File: src/rtl/mem_access.sv
// mem_access: sequences direct and indirect data-memory reads/writes with an ack timeout
// Ports: clk, rst (asynchronous, active-low)
//        enable_memaccess, mem_state, M_Addr, M_Data : operation request from execute
//        Data_addr, Data_din, Data_req, Data_we      : memory request (out)
//        Data_dout, Data_ack                         : memory response (in)
//        memout                                      : last successfully read word
//        busy, done, err                             : status; err pulses with done on abort
module mem_access #(
    parameter int TIMEOUT = 16
) (
    input  logic        clk,
    input  logic        rst,
    input  logic        enable_memaccess,
    input  logic [1:0]  mem_state,
    input  logic [15:0] M_Addr,
    input  logic [15:0] M_Data,
    input  logic [15:0] Data_dout,
    input  logic        Data_ack,
    output logic [15:0] Data_addr,
    output logic [15:0] Data_din,
    output logic        Data_req,
    output logic        Data_we,
    output logic [15:0] memout,
    output logic        busy,
    output logic        done,
    output logic        err
);
    typedef enum logic [2:0] {IDLE, PTR, GAP, ACC, DONE} state_t;
    state_t      r_state, w_next;
    logic [15:0] r_addr, r_data, r_ptr, r_memout;
    logic [1:0]  r_op;
    logic [7:0]  r_cnt;
    logic        r_err, w_timeout;

    // Abort on the edge where the counter would reach TIMEOUT; an ack on that same edge wins.
    assign w_timeout = Data_req && !Data_ack && r_cnt == 8'(TIMEOUT - 1);

    always_comb begin
        w_next = r_state;
        case (r_state)
            IDLE:    w_next = enable_memaccess ? (mem_state[1] ? PTR : ACC) : IDLE;
            PTR:     w_next = Data_ack ? GAP : (w_timeout ? DONE : PTR);
            GAP:     w_next = ACC;
            ACC:     w_next = (Data_ack || w_timeout) ? DONE : ACC;
            DONE:    w_next = IDLE;
            default: w_next = IDLE;
        endcase
    end

    always_ff @(posedge clk or negedge rst) begin
        if (!rst) begin
            r_state  <= IDLE;
            r_addr   <= 16'h0;
            r_data   <= 16'h0;
            r_ptr    <= 16'h0;
            r_memout <= 16'h0;
            r_op     <= 2'b00;
            r_cnt    <= 8'h0;
            r_err    <= 1'b0;
        end else begin
            r_state <= w_next;
            if (r_state == IDLE && enable_memaccess) begin
                r_addr <= M_Addr;
                r_data <= M_Data;
                r_op   <= mem_state;
            end
            // The counter rests at zero whenever no request is pending, so it is clear on entry to PTR/ACC.
            r_cnt <= (Data_req && !Data_ack) ? r_cnt + 8'd1 : 8'd0;
            r_err <= w_timeout || (r_err && r_state != DONE);
            if (r_state == PTR && Data_ack)
                r_ptr <= Data_dout;
            if (r_state == ACC && Data_ack && !r_op[0])
                r_memout <= Data_dout;
        end
    end

    assign Data_req  = r_state == PTR || r_state == ACC;
    assign Data_we   = r_state == ACC && r_op[0];
    assign Data_din  = Data_we ? r_data : 16'h0;
    // Indirect ops (mem_state[1]) use the fetched pointer for the final access.
    assign Data_addr = r_state == PTR ? r_addr : r_state == ACC ? (r_op[1] ? r_ptr : r_addr) : 16'h0;
    assign memout    = r_memout;
    assign busy      = r_state != IDLE;
    assign done      = r_state == DONE;
    assign err       = done && r_err;
endmodule

File: config.mk
export PLATFORM = sky130hd
export DESIGN_NAME = mem_access
export DESIGN_NICKNAME = d
export VERILOG_FILES = /design/src/rtl/mem_access.sv
export SDC_FILE = /design/constraint.sdc
export NUM_CORES = 1
export LEC_CHECK = 0
export ABC_AREA = 1
export BUFFER_PORTS_ARGS = -buffer_cell sky130_fd_sc_hd__buf_2
export CORE_MARGIN = 5
export CORE_UTILIZATION = 57
export CTS_BUF_LIST = sky130_fd_sc_hd__clkbuf_8
export CTS_CLUSTER_DIAMETER = 60
export DETAILED_ROUTE_END_ITERATION = 10
export PLACE_DENSITY = 0.85
export SETUP_SLACK_MARGIN = 0.05
export SYNTH_ARGS = -nofsm -noshare
export SYNTH_HDL_FRONTEND = slang
export SYNTH_SLANG_ARGS = --single-unit
File: constraint.sdc
create_clock -name clk -period 2.4 [get_ports clk]
set_input_delay 0.48 -clock clk [delete_from_list [all_inputs] [get_ports clk]]
set_output_delay 0.48 -clock clk [all_outputs]
set_load 0.005 [all_outputs]
==> results of run 1 <==
==> metrics by stage <==
step | instance area (sq um) | power, uW | hold slack, ps | instances | utilization, %
after floorplan | 3552 | 3458 | 184.4 | 430 | -
after global placement | 4083 | 4084 | 445.4 | 596 | 68.15
after detailed placement | 4083 | 4178 | 465.9 | 596 | 68.15
after CTS | 4283 | 5163 | 120.9 | 612 | 71.49
after global routing | 4283 | 5578 | 148.3 | 612 | 71.49
final | 4283 | 5142 | 107.3 | 612 | 71.49
==> layout by cell type (no fill, tap or decap), drive strengths merged <==
cell | netlist | routed
a21oi | 38 | 38
buf | 15 | 110
bufinv | 0 | 1
clkbuf | 4 | 10
clkinv | 0 | 2
clkinvlp | 0 | 2
dfrtp | 78 | 78
ha | 1 | 1
inv | 67 | 68
mux2 | 1 | 1
nand2 | 83 | 83
nand3 | 6 | 6
nand4 | 2 | 2
nor2 | 63 | 63
nor3 | 3 | 3
o21ai | 69 | 69
==> area by class of cell <==
cell class	instances	area, sq um
fillers	490	1708
inverters	67	254.0
multi-input cells	266	1207
repair buffers	110	575.6
clock inverters	6	62.56
clock buffers	10	137.6
well taps	75	93.84
flip-flops and latches	78	1952
==> cells in the mapped netlist <==
cell | instances | share of area [%]
nor2_4 | 1 | 0.32
nor2_1 | 60 | 6.3
nand2_2 | 1 | 0.18
dfrtp_1 | 78 | 55
inv_4 | 1 | 0.18
buf_6 | 7 | 2.2
o21ai_1 | 32 | 4.5
buf_2 | 6 | 0.85
nand3_1 | 5 | 0.70
nand4_1 | 2 | 0.35
nand2_4 | 3 | 0.95
clkbuf_1 | 4 | 0.42
inv_1 | 63 | 6.7
ha_1 | 1 | 0.35
inv_2 | 3 | 0.32
buf_4 | 2 | 0.42
a21oi_1 | 38 | 5.4
nand3_2 | 1 | 0.28
mux2_2 | 1 | 0.32
nor2_2 | 2 | 0.35
nand2_1 | 79 | 8.3
nor3_1 | 3 | 0.42
o21ai_0 | 37 | 5.2
==> flip-flops by register name (all words and copies together), names as in the netlist <==
signal and count:
r_err 1, r_state 3, r_op 2, r_addr 16, memout 16, r_data 16
r_cnt 8, r_ptr 16
==> kinds of logic after synthesis <==
kind of cell	share of synthesized area [%]
multiplexers	0.3170
adder cells (fa/ha/maj)	0.3522
AO/OA/AOI/OAI	15.08
flip-flops	54.95
AND/OR/NAND/NOR	18.25
buffers and inverters	11.06
==> report_power, final <==
group | total (uW) | internal, uW | switching (uW)
logic | 2040 | 792 | 1250
clock network | 990 | 505 | 485
registers | 2110 | 1860 | 254
total | 5140 | 3150 | 1990
==> layer usage <==
| metal | vias to the layer above | share of wire (%) |
|---|---|---|
| li1 | 1541 | - |
| met1 | 1390 | 42 |
| met2 | 91 | 49 |
| met3 | 18 | 6.8 |
| met4 | 0 | 2.8 |
| met5 | - | 0 |
==> how the worst min path moves through the flow <==
stage	start	end	slack, ps	cells past startpoint
2_1_floorplan	rst	memout[0]	180	0
4_1_cts	rst	r_cnt[0]	120	1
5_1_grt	rst	r_cnt[7]	150	1
3_3_place_gp	r_cnt[0]	r_cnt[0]	450	1
6_report	rst	r_cnt[0]	110	1
3_5_place_dp	r_cnt[0]	r_cnt[0]	470	1
==> flow_summary.yaml, run 1 <==
floorplan:
  start_util_pct: 59.29
  rows: 28
  dieArea_sq_um: 7910
  die_h_microns: 88.94
  ios: 107
  die_w_microns: 88.94
  core_area_sq_um: 5991
timing:
  drv_slew: 0
  worstMarginPinSlew_ps: 542.5
  setup_tns_ps: 0
  finClkSkew_ps: 11.12
  setup_viol: 0
  period_share_pct: 89.29
  hold_viol: 0
  rsz0062_at_grt: "no"
  slew-limit-headroom_pct: 63.83
  fin_ws_ps: 257.0
  max_freq_mhz: 466.6
  finalCriticalPeriod_ps: 2143
global_routing:
  antenna_found_initial: 0
  grt_overflow: 0
  grt_pass1_wl_mm: 13.38
  gr-usage-met2_pct: 37.18
  grt_pass1_vias: 3067
  grt_use_met3_pct: 4.977
  grt_max_degree: 43
  met1_usage_pct: 27.43
  grt-busiest-layer: "met2"
  grt_usage_pct: 22.10
setup_path:
  crit_path_start: "r_state[2]"
  crit_end: "Data_din[1]"
  crit_buf_inv: 2
  slowest_delay_ps: 450
  ff2ff_setup_slack_ps: 840
  cp_cell_sequence: "nor2_2 > nand2_1 > inv_4 > nand2_4 > nor2_1 > buf_2"
  start_kind: "flip-flop"
  r2r-start: "r_state[2]"
  critical_path.top_delay_family: "simple AND/OR/NAND/NOR gates"
  cp.depth: 6
  reg2reg_depth: 6
  crit_fanout: 19
  cp.arrival_ps: 1660
  critPathSlowestCell: "dfrtp_1"
  cp.required_ps: 1920
  rr_endpoint: "r_ptr[15]"
  end_kind: "output port"
  critPathKind: "flip-flop to output port"
final_layout:
  num_antenna_cells: 0
  nNetsFinal: 587
  area_growth_pct: 20.57
  layout-drive-gt1-share_pct: 25.70
placement:
  gp_congestion: 0.8514
  hpwl_mm: 6.000
  post-place-ws_ps: 658.7
  io_buffers: 106
drt:
  wl_mm: 8.060
  postRouteAntennaNets: 0
  drt-initial-drc-count: 116
  drc: 0
  via_count: 3040
  vias_per_cell: 4.967
  dr.pass1.iters: 5
  wl_per_cell_microns: 13.17
clock_network:
  holdBufCountCts: 0
  clk_latency_ps: 350
  clk_pin_slew_ps: 80
  htreeDepth: 3
  ctsResizeCount: 0
  cts_tree: "built"
  postCtsSetupRepairBufs: 0
  clockBufferDepth: 2
  cts.sinks: 78
  cts_buffers: 9
  cts-root-buf: "clkbuf_8"
yosys:
  ys_types: 23
  syn_nets: 485
  yosysWarningCount: 0
  seq_area_frac_synth_pct: 54.95
  synth_area_sq_um: 3552
  netlist_instances: 430
  avgSynthCellArea_sq_um: 8.261
  synth_seq_cells: 78
pwr:
  p_leak_uw: 0.002422
  ir_worst_vdd_uv: 710.2
  power.density_nw_per_um2: 1201
flow_run:
  timing.max_cap.violations: 0
worst_hold_path:
  min-delay-path-class: "input port to asynchronous set/reset pin"
outcome:
  status: "finished clean"
Note: power is estimated with default switching activity, not from simulation.
==> run 2, diff against run 1 <==
--- a/config.mk
+++ b/config.mk
@@ -8,11 +8,11 @@
 export ABC_AREA = 1
 export BUFFER_PORTS_ARGS = -buffer_cell sky130_fd_sc_hd__buf_2
 export CORE_MARGIN = 5
-export CORE_UTILIZATION = 57
+export CORE_UTILIZATION = 53
 export CTS_BUF_LIST = sky130_fd_sc_hd__clkbuf_8
 export CTS_CLUSTER_DIAMETER = 60
 export DETAILED_ROUTE_END_ITERATION = 10
-export PLACE_DENSITY = 0.85
+export PLACE_DENSITY = 0.8
 export SETUP_SLACK_MARGIN = 0.05
 export SYNTH_ARGS = -nofsm -noshare
 export SYNTH_HDL_FRONTEND = slang
==> constraint.sdc (replaced) <==
create_clock -name clk -period 2.1 [get_ports clk]
set_input_delay 0.42 -clock clk [delete_from_list [all_inputs] [get_ports clk]]
set_output_delay 0.42 -clock clk [all_outputs]
set_load 0.005 [all_outputs]
==> run 2 against run 1 <==
Total power rose by 16%. Routed wire length rose by 3.5%. Clock-buffer cell count did not move. Register-to-register slack got worse by 310 ps.
==> flow_summary.yaml, run 2 (synthesized netlist as in run 1, its figures left out) <==
floorplan:
  rows: 29
  die_w_microns: 91.87
  die_h_microns: 91.87
  dieArea_sq_um: 8439
  ios: 107
  start_util_pct: 55.31
  core_area_sq_um: 6422
drt:
  wl_mm: 8.344
  drt-initial-drc-count: 138
  wl_per_cell_microns: 13.50
  vias_per_cell: 5.044
  dr.pass1.iters: 4
  postRouteAntennaNets: 0
  via_count: 3117
  drc: 0
placement:
  gp_congestion: 0.8977
  io_buffers: 106
  dpl_cell_area_sq_um: 4098
  post-place-ws_ps: 411.5
  hpwl_mm: 5.964
  dp_cells: 598
final_layout:
  design_area_sq_um: 4350
  final_cell_mix: "buf_2, nand2_1, dfrtp_1, inv_1, nor2_1"
  final_cells: 618
  fill_cells: 552
  num_antenna_cells: 0
  layout_commonest_cell: "buf_2"
  area_growth_pct: 22.47
  nNetsFinal: 592
  layout-drive-gt1-share_pct: 26.62
global_routing:
  antenna_found_initial: 0
  grt_usage_pct: 20.40
  grt_overflow: 0
  grt_pass1_vias: 3030
  grt_pass1_wl_mm: 13.77
  grt_max_degree: 55
timing:
  drv_slew: 0
  fin_ws_ps: 95.22
  hold_viol: 0
  rsz0062_at_grt: "yes"
  worstMarginPinSlew_ps: 536.0
  period_share_pct: 95.47
  setup_tns_ps: 0
  setup_viol: 0
  finalCriticalPeriod_ps: 2005
  finClkSkew_ps: 6.775
  slew-limit-headroom_pct: 64.14
  max_freq_mhz: 498.8
outcome:
  status: "finished clean"
pwr:
  p_leak_uw: 0.002455
  power.density_nw_per_um2: 1371
  ir_worst_vdd_uv: 888.5
  p_total_uw: 5966
clock_network:
  clk_latency_ps: 340
  cts.sinks: 78
  cts-root-buf: "clkbuf_8"
  cts_buffers: 9
  htreeDepth: 3
  clockBufferDepth: 2
  clk_pin_slew_ps: 70
  cts_tree: "built"
setup_path:
  start_kind: "flip-flop"
  end_kind: "output port"
  crit_fanout: 18
  critPathKind: "flip-flop to output port"
  cp.required_ps: 1680
  cp.arrival_ps: 1580
flow_run:
  timing.max_cap.violations: 0
worst_hold_path:
  min-delay-path-class: "input port to flip-flop"
[run 2: layout make-up]
| type | count | area [sq um] | area share (%) |
|---|---|---|---|
| clock inverter | 5 | 51.30 | 1.179 |
| timing repair buffer | 115 | 640.6 | 14.73 |
| clock buffer | 10 | 137.6 | 3.164 |
| multi-input combinational | 266 | 1215 | 27.93 |
| inverter | 67 | 256.5 | 5.896 |
| sequential | 78 | 1953 | 44.89 |
| tap | 77 | 96.34 | 2.215 |
[run 2: where the power goes]
| part | switching, uW | leakage [uW] | total [uW] | internal (uW) |
|---|---|---|---|---|
| sequential | 277 | 0.000928 | 2400 | 2120 |
| combinational | 1480 | 0.00143 | 2470 | 989 |
| clock | 526 | 0.0000993 | 1090 | 567 |
| total | 2290 | 0.00246 | 5970 | 3680 |
[run 2: per-layer routing]
metal  track usage [%]  vias to the layer above  routed length (microns)
li1                  -                     1560                        -
met1             25.35                     1453                     3481
met2             34.43                       87                     4228
met3             4.010                       17                      449
met4             9.406                        0                      184
met5                 0                        -                        0
[run 2: worst max-delay path, stage by stage, from the launching register on]
cell and delay, ps:
dfrtp_1 470, inv_2 70, nor2_4 110, nand2_4 130
o21ai_0 290, buf_2 180
[run 2: stage by stage]
stage / utilization [%] / hold WS [ps]
after floorplan: - / 124.4
after global placement: 63.80 / 270.4
after detailed placement: 63.80 / 271.0
after CTS: 67.56 / 314.4
after global routing: 67.74 / 324.2
final: 67.74 / 323.3
[run 2: worst paths after layout]
| check | cells past startpoint | slack (ps) | startpoint | end |
|---|---|---|---|---|
| min in group asynchronous | 2 | 450 | rst | r_cnt[4] |
| setup / recovery | 5 | 100 | r_state[0] | Data_addr[14] |
| setup reg to reg | 7 | 530 | r_state[0] | r_ptr[11] |
| max in group asynchronous | 3 | 1040 | rst | r_addr[10] |
| hold / removal | 3 | 320 | M_Addr[6] | r_addr[6] |
| hold reg to reg | 1 | 470 | r_cnt[0] | r_cnt[0] |
[run 2: timing repair]
item                                   in CTS  in global routing
setup buffers                               4                  0
setup endpoints to repair                  16                 31
pin swaps                                   0                  0
hold buffers                                1                  0
resized for setup                           0                  7
endpoints found under the hold margin       9                  0
==> run 3, diff against run 2 <==
--- a/config.mk
+++ b/config.mk
@@ -7,6 +7,7 @@
 export LEC_CHECK = 0
 export ABC_AREA = 1
 export BUFFER_PORTS_ARGS = -buffer_cell sky130_fd_sc_hd__buf_2
+export CORE_ASPECT_RATIO = 1.4
 export CORE_MARGIN = 5
 export CORE_UTILIZATION = 53
 export CTS_BUF_LIST = sky130_fd_sc_hd__clkbuf_8
==> run 3 against run 2 <==
Via count down 2.7%. Final cell count down 0.32%. Clock-buffer cell count down 1. Sequential power about the same. Fmax up 0.62%. Die area up 0.28%. Clock skew up 7.0 ps. Combinational power down 2%. Largest power group unchanged.
==> flow_summary.yaml, run 3 (synthesized netlist as in run 1, its figures left out) <==
outcome:
  status: "finished clean"
pwr:
  swShare_pct: 37.56
  p_total_uw: 6086
  p_seq_share_pct: 39.4
  p_leak_uw: 0.002462
  p_int_uw: 3800
  pwr-share-comb_pct: 39.8
  ir_worst_vdd_uv: 752.2
  switchingPower_uw: 2286
  power.density_nw_per_um2: 1394
  clkPwrFrac_pct: 20.8
drt:
  drc: 0
  via_count: 3034
  dr.pass1.iters: 4
  vias_per_cell: 4.925
  postRouteAntennaNets: 0
  wl_per_cell_microns: 12.36
  drt-initial-drc-count: 102
  wl_mm: 7.616
floorplan:
  dieArea_sq_um: 8463
  die_h_microns: 106.9
  die_w_microns: 79.19
  start_util_pct: 54.08
  rows: 35
  core_area_sq_um: 6569
  ios: 107
final_layout:
  final_cells: 616
  layout_commonest_cell: "buf_2"
  nNetsFinal: 592
  fin_util_pct: 66.46
  fill_cells: 534
  final_cell_mix: "buf_2, nand2_1, dfrtp_1, inv_1, nor2_1"
  layout-drive-gt1-share_pct: 27.31
  num_antenna_cells: 0
  area_growth_pct: 22.90
setup_path:
  rr_endpoint: "r_addr[2]"
  critPathKind: "flip-flop to output port"
  end_kind: "output port"
  r2r-start: "r_state[1]"
  cp.required_ps: 1680
  critPathSlowestCell: "dfrtp_1"
  crit_path_start: "r_state[1]"
  crit_end: "Data_addr[1]"
  ff2ff_setup_slack_ps: 370
  slowest_delay_ps: 400
  cp.arrival_ps: 1570
  start_kind: "flip-flop"
  reg2reg_depth: 7
  cp_cell_sequence: "inv_2 > nor2_2 > nand2_2 > inv_4 > buf_12 > nand2_1 > o21ai_0 > buf_2"
  crit_fanout: 13
clock_network:
  clockBufferDepth: 2
  cts_buffers: 9
  cts.sinks: 78
  clk_pin_slew_ps: 80
  cts-root-buf: "clkbuf_8"
  cts_tree: "built"
  clk_latency_ps: 360
  htreeDepth: 3
timing:
  period_share_pct: 94.87
  setup_tns_ps: 0
  finClkSkew_ps: 13.73
  worstMarginPinSlew_ps: 562.3
  hold_viol: 0
  setup_viol: 0
  drv_slew: 0
  fin_ws_ps: 107.7
  slew-limit-headroom_pct: 62.38
  rsz0062_at_grt: "no"
  finalCriticalPeriod_ps: 1992
  max_freq_mhz: 501.9
placement:
  post-place-ws_ps: 393.4
  hpwl_mm: 5.695
  dp_cells: 595
  gp_congestion: 0.8149
  io_buffers: 106
global_routing:
  antenna_found_initial: 0
  grt_pass1_wl_mm: 13.03
  grt_max_degree: 44
  grt_overflow: 0
  grt_usage_pct: 19.54
  grt_pass1_vias: 3024
worst_hold_path:
  min-delay-path-class: "input port to asynchronous set/reset pin"
flow_run:
  timing.max_cap.violations: 0
run 3: cell count changes in the layout (fill, tap and decap cells not counted), sizes merged:
cell,change
buf,+1
bufinv,+1
clkbuf,-1
clkinv,-3
dlygate4sd3,-1
inv,+4
run 3: how the worst min path moves through the flow:
| stage | from | endpoint | slack (ps) | cells past startpoint |
|---|---|---|---|---|
| 2_1_floorplan | rst | memout[0] | 120 | 0 |
| 3_3_place_gp | rst | r_cnt[4] | 400 | 1 |
| 3_5_place_dp | rst | r_cnt[5] | 410 | 1 |
| 4_1_cts | rst | r_addr[1] | 20 | 1 |
| 5_1_grt | rst | r_addr[9] | 40 | 1 |
| 6_report | rst | r_data[0] | 10 | 1 |
run 3: per-layer routing:
metal / up-vias / track usage (%) / part of all wire (%)
met1: 1378 / 24.08 / 43
met4: 0 / 8.231 / 1.8
met3: 14 / 5.714 / 7.9
met2: 88 / 31.87 / 47
li1: 1554 / - / -
met5: - / 0 / 0
run 3: final cells by class:
class                   instances  area, sq um  area share (%)
flip-flops and latches         78         1953           44.74
multi-input cells             266         1214           27.80
repair buffers                115        625.6           14.33
inverters                      67        254.0           5.818
clock buffers                   9        123.9           2.837
clock inverters                 7        102.6           2.350
well taps                      74        92.59           2.121
run 3: repair_timing:
item                       4_1_cts  5_1_grt
pin swaps                        0        1
hold buffers                     0        0
setup endpoints to repair       16       26
setup buffers                    3        2
cloned                           0        0
gates resized for setup          0        6
run 3: stage by stage:
| stage | area [sq um] | hold WS [ps] |
|---|---|---|
| 2_1_floorplan | 3552 | 124.4 |
| 3_3_place_gp | 4081 | 404.5 |
| 3_5_place_dp | 4081 | 411.1 |
| 4_1_cts | 4343 | 21.60 |
| 5_1_grt | 4365 | 38.52 |
| 6_report | 4365 | 13.84 |
run 3: power by group through the flow:
stage	clock [uW]	sequential [uW]	combinational [uW]
6_report	1270	2400	2420
5_1_grt	1380	2470	2810
4_1_cts	1290	2400	2420
3_5_place_dp	0	2420	2340
3_3_place_gp	0	2390	2240
2_1_floorplan	0	2390	1560
run 3: critical path: cells and delay by family, from the launching register on:
family          cells  cell delay [ps]
simple gates        3              260
flops               1              400
compound gates      1              100
buf+inv             4              450
